**config.mk**
```make
export PLATFORM = sky130hd
export DESIGN_NAME = mem_port_arbiter
export DESIGN_NICKNAME = d
export VERILOG_FILES = /design/src/rtl/mem_port_arbiter.sv
export SDC_FILE = /design/constraint.sdc
export NUM_CORES = 1
export LEC_CHECK = 0
export BUFFER_PORTS_ARGS = -buffer_cell sky130_fd_sc_hd__clkbuf_2
export CAP_MARGIN = 10
export CORE_AREA = 2 2 108 110
export DETAILED_ROUTE_END_ITERATION = 7
export DIE_AREA = 0 0 110 112
export PLACE_DENSITY = 0.53
export REMOVE_ABC_BUFFERS = 1
export SLEW_MARGIN = 15
export SYNTH_ARGS = -nofsm -noshare
export SYNTH_HDL_FRONTEND = slang
export SYNTH_SLANG_ARGS = --single-unit
```
**constraint.sdc**
```tcl
create_clock -name clk -period 2.1 [get_ports clk]
set_clock_uncertainty 0.1 [all_clocks]
set_input_delay 0.315 -clock clk [delete_from_list [all_inputs] [get_ports clk]]
set_output_delay 0.315 -clock clk [all_outputs]
set_load 0.05 [all_outputs]
```
**src/rtl/mem_port_arbiter.sv**
```systemverilog
// mem_port_arbiter: shares one memory port between instruction fetch and data load/store.
// Data wins by default. A starved fetch is forced through unless a split data access holds the lock.
module mem_port_arbiter #(
    parameter int unsigned STARVE_LIMIT = 4,
    parameter int unsigned RD_LATENCY   = 1
) (
    input  logic        clk,
    input  logic        rst_n,
    input  logic        halt,
    input  logic        fetch_req,
    input  logic [31:0] fetch_addr,
    output logic        fetch_gnt,
    output logic        fetch_rvalid,
    output logic [31:0] fetch_rdata,
    input  logic        data_req,
    input  logic [31:0] data_addr,
    input  logic [31:0] data_wdata,
    input  logic [3:0]  data_we,
    input  logic        data_lock,
    output logic        data_gnt,
    output logic        data_rvalid,
    output logic [31:0] data_rdata,
    output logic [31:0] mem_addr,
    output logic [31:0] mem_wdata,
    output logic [3:0]  mem_we,
    output logic        mem_re,
    input  logic [31:0] mem_rdata
);

    localparam int unsigned SW = (STARVE_LIMIT < 1) ? 1 : $clog2(STARVE_LIMIT + 1);
    localparam logic [SW-1:0] LIMIT = SW'(STARVE_LIMIT);

    logic [SW-1:0] r_starve_cnt;
    logic          r_lock_q;
    logic          w_starved;
    logic          w_fetch_gnt;
    logic          w_data_gnt;
    logic          w_data_rd;

    // One-hot pending-read owner per pipeline stage; the last stage lines up with mem_rdata.
    logic r_pend_f [RD_LATENCY];
    logic r_pend_d [RD_LATENCY];

    always_comb begin
        w_fetch_gnt = 1'b0;
        w_data_gnt  = 1'b0;
        w_starved   = fetch_req && (r_starve_cnt == LIMIT) && !r_lock_q;
        if (rst_n && !halt) begin
            if (w_starved) begin
                w_fetch_gnt = 1'b1;
            end else begin
                w_data_gnt  = data_req;
                w_fetch_gnt = fetch_req && !data_req;
            end
        end
    end

    assign w_data_rd = w_data_gnt && (data_we == 4'b0000);
    assign fetch_gnt = w_fetch_gnt;
    assign data_gnt  = w_data_gnt;

    always_comb begin
        mem_addr  = '0;
        mem_wdata = '0;
        mem_we    = '0;
        mem_re    = 1'b0;
        if (w_data_gnt) begin
            mem_addr  = data_addr;
            mem_we    = data_we;
            mem_wdata = (data_we != 4'b0000) ? data_wdata : '0;
            mem_re    = (data_we == 4'b0000);
        end else if (w_fetch_gnt) begin
            mem_addr = fetch_addr;
            mem_re   = 1'b1;
        end
    end

    // Halt freezes both the starvation count and the lock so arbitration resumes where it left off.
    always_ff @(posedge clk or negedge rst_n) begin
        if (!rst_n) begin
            r_starve_cnt <= '0;
            r_lock_q     <= 1'b0;
        end else if (!halt) begin
            if (!fetch_req || w_fetch_gnt) begin
                r_starve_cnt <= '0;
            end else if (r_starve_cnt != LIMIT) begin
                r_starve_cnt <= r_starve_cnt + 1'b1;
            end
            if (w_data_gnt) begin
                r_lock_q <= data_lock;
            end else if (!data_req) begin
                r_lock_q <= 1'b0;
            end
        end
    end

    always_ff @(posedge clk or negedge rst_n) begin
        if (!rst_n) begin
            r_pend_f[0] <= 1'b0;
            r_pend_d[0] <= 1'b0;
        end else begin
            r_pend_f[0] <= w_fetch_gnt;
            r_pend_d[0] <= w_data_rd;
        end
    end

    genvar gi;
    generate
        for (gi = 1; gi < RD_LATENCY; gi++) begin : g_pend
            always_ff @(posedge clk or negedge rst_n) begin
                if (!rst_n) begin
                    r_pend_f[gi] <= 1'b0;
                    r_pend_d[gi] <= 1'b0;
                end else begin
                    r_pend_f[gi] <= r_pend_f[gi-1];
                    r_pend_d[gi] <= r_pend_d[gi-1];
                end
            end
        end
    endgenerate

    assign fetch_rvalid = r_pend_f[RD_LATENCY-1];
    assign data_rvalid  = r_pend_d[RD_LATENCY-1];
    assign fetch_rdata  = fetch_rvalid ? mem_rdata : '0;
    assign data_rdata   = data_rvalid  ? mem_rdata : '0;

endmodule

```
==> reports/qor.yml <==
die:
  core-area_um2: 11200
  io-pin-count: 275
  rows: 39
  die_h_um: 112
  die_area_um2: 12300
  die_x_um: 110
  start_util_pct: 14.2
yosys:
  syn_area_um2: 1580
  synth_compound_area_share_pct: 18.0
  synth_top_family_by_area: "simple AND/OR/NAND/NOR gates"
  synth-adder-area-share_pct: 1.58
  yosys_warnings: 0
  synth.area.mux_share_pct: 0
  ys_seq_elements: 6
  synth_cells: 263
  yosys.area.top_type_share_pct: 37.9
  synth_largest_area_cell: "and2_1"
  ys_types: 28
  synth_area_leaders: "and2_1 38%, nand2_1 16%, o22ai_1 13%"
  synth_edf_count: 0
  synth_simple_gate_area_share_pct: 62.8
  synth_xor_area_share_pct: 0
  yosysSeqAreaShare_pct: 9.49
  synth_area_per_cell_um2: 6.02
  async_reset_ff_share_pct: 100
  synthFlopType: "dfrtp_1"
detailed_routing:
  drt-pass1-iter-count: 4
  drt_iter0_markers: 95
  drt_wl_total_um: 9000
  wl_per_cell_um: 13.2
  vias: 2906
  drc: 0
  ant_nets: 0
  viasPerCell: 4.25
worst_setup_path:
  crit_type: "flip-flop to output pin"
  crit_chain: "inv_2 -> ha_4 -> and4b_4 -> nor2_4 -> buf_12 -> o22ai_1 -> clkbuf_8"
  path_delay_family: "buffers and inverters"
  crit_cells: 7
  cp_max_fo: 28
  cp-start-kind: "flip-flop"
  reg2reg_depth: 7
  crit_arrival_ps: 1840
  slowest_stage: "dfrtp_1"
  crit_path_end_kind: "output pin"
  required_ps: 1680
  cpPeakStageDelay_ps: 380
  regToRegSetupSlack_ps: 560
  cp.buffers_inverters: 3
outcome:
  outcome: "finished, violations left"
  violations: "negative setup slack"
clocking:
  cts_tree: "built"
  clockBufferDepth: 2
  htree_levels: 1
  cts_root_buf: "clkbuf_16"
  insertion_delay_ps: 230
  cts_sinks: 6
  cts_made_buffers: 3
  clk_pin_slew_ps: 40
power_and_ir_drop:
  peakVddDrop_mv: 0.240
  p_per_area_nw_per_um2: 315
  p_leak_nw: 2.30
  power.share.sequential_pct: 10.9
  switching_share_pct: 42.2
  net-switching-power_uw: 592
  p_clk_share_pct: 22.6
  power.internal_uw: 811
  p_comb_share_pct: 66.5
timing:
  tightest_slew_ps: 350
  maxSlewViolCount: 0
  period_needed_ps: 2260
  rsz0062_at_grt: "true"
  fmax_mhz: 443
  setup_viol: 66
  finalHoldViolCount: 0
  setup_slack_ps: -158
  slew_headroom_pct: 76.7
  period_share_pct: 108
global_route:
  grt_max_degree: 73
  grt_pass1_vias: 2836
  grt_pass1_wl_um: 13500
  antenna_found_initial: 0
  grt_use_total_pct: 13.7
  overflow: 0
layout:
  post-route-util_pct: 39.8
  antenna_cells: 0
  drive_above_1_share_pct: 64.9
  postLayoutCellArea_um2: 4450
  area_delta_synth_final_pct: 181
  fin_nets: 683
placed_design:
  routabilityCongestion: 0.798
  dpl_worst_slack_ps: -40.4
  port_buffers: 274
  placed_area_um2: 3380
  post-dp-hpwl_um: 6470
hold_path:
  hold_depth: 3
  hold_class: "primary input to flip-flop"
run:
  cap_violations: 0
[state kept, by name (all words and copies together) (netlist names)]
signal,cells
r_starve_cnt,3
data_rvalid,1
fetch_rvalid,1
r_lock_q,1
[logic make-up (layout without fill, tap and decap cells)]
family | after synthesis | count (layout)
buffers and inverters | 27 | 305
and+or+nand+nor | 184 | 184
DFF | 6 | 6
adders and majority gates | 2 | 2
AOI/OAI and AO/OA | 44 | 44
[layout make-up]
| type | count | area, µm² |
|---|---|---|
| fillers | 1080 | 6730 |
| inverters | 4 | 15.0 |
| well taps | 143 | 179 |
| repair buffers | 298 | 2540 |
| flip-flops and latches | 6 | 150 |
| clock buffers | 3 | 75.1 |
| multi-input cells | 230 | 1490 |
[synthesized netlist by cell type, types with 3 or more instances]
master	n
buf_6	3
and2_1	96
a21oi_1	3
inv_1	4
clkbuf_1	16
nor2_1	4
nand2b_1	3
buf_2	4
dfrtp_1	6
o22ai_1	33
and3_1	4
nand2_1	68
[what timing repair did]
action | CTS | global route
endpoints found under the setup margin | 67 | 71
pin swaps | 34 | 0
endpoints found under the hold margin | 6 | 0
setup buffers | 5 | 2
hold buffers | 1 | 0
gates cloned | 4 | 0
resized for setup | 176 | 25
[path summary, 6_finish.rpt]
path	startpoint	endpoint
max in group asynchronous	rst_n	fetch_rvalid
min reg2reg	r_starve_cnt[0]	r_starve_cnt[0]
max reg2reg	r_starve_cnt[1]	r_starve_cnt[1]
min	halt	r_lock_q
min in group asynchronous	rst_n	r_starve_cnt[0]
max	r_starve_cnt[1]	mem_addr[17]
[cells in the final DEF, fill, tap and decap left out, types with 10 or more instances in the layout]
cell,n
clkbuf_8,24
buf_4,14
and2_1,64
o22ai_1,24
clkbuf_16,22
buf_12,17
buf_8,10
nand2_1,68
and2_4,32
clkbuf_2,203
[per-stage QoR]
stage	cells	hold slack, ps	setup TNS, ps	power (mW)
global placement	671	204	0	0.872
CTS	684	307	-6760	1.39
finish	684	320	-6980	1.40
floorplan	240	-80.6	-84560	0.574
detailed placement	671	203	-437	0.889
global route	684	367	-11400	1.47
[power groups by stage]
stage	Clock (mW)	Sequential (mW)	Combinational, mW
after CTS	0.316	0.152	0.921
after detailed placement	0	0.151	0.738
after global routing	0.321	0.156	0.996
after floorplan	0	0.160	0.414
final	0.316	0.153	0.933
after global placement	0	0.151	0.722
[per-layer routing]
metal	track usage [%]	part of all wire [%]	up-vias
li1	-	-	1426
met1	14.3	34	1290
met2	26.7	53	177
met3	2.69	10	13
met4	4.14	1.9	0
met5	0	0	-
[worst reg2reg max path, cell delays in order, from the launching register on]
cell and delay [ps]:
dfrtp_1 380, inv_2 80, ha_4 140, buf_4 120, nand3_4 90, buf_4 160
a221oi_1 300, a21o_1 110
Note: power is estimated with default switching activity, not from simulation.
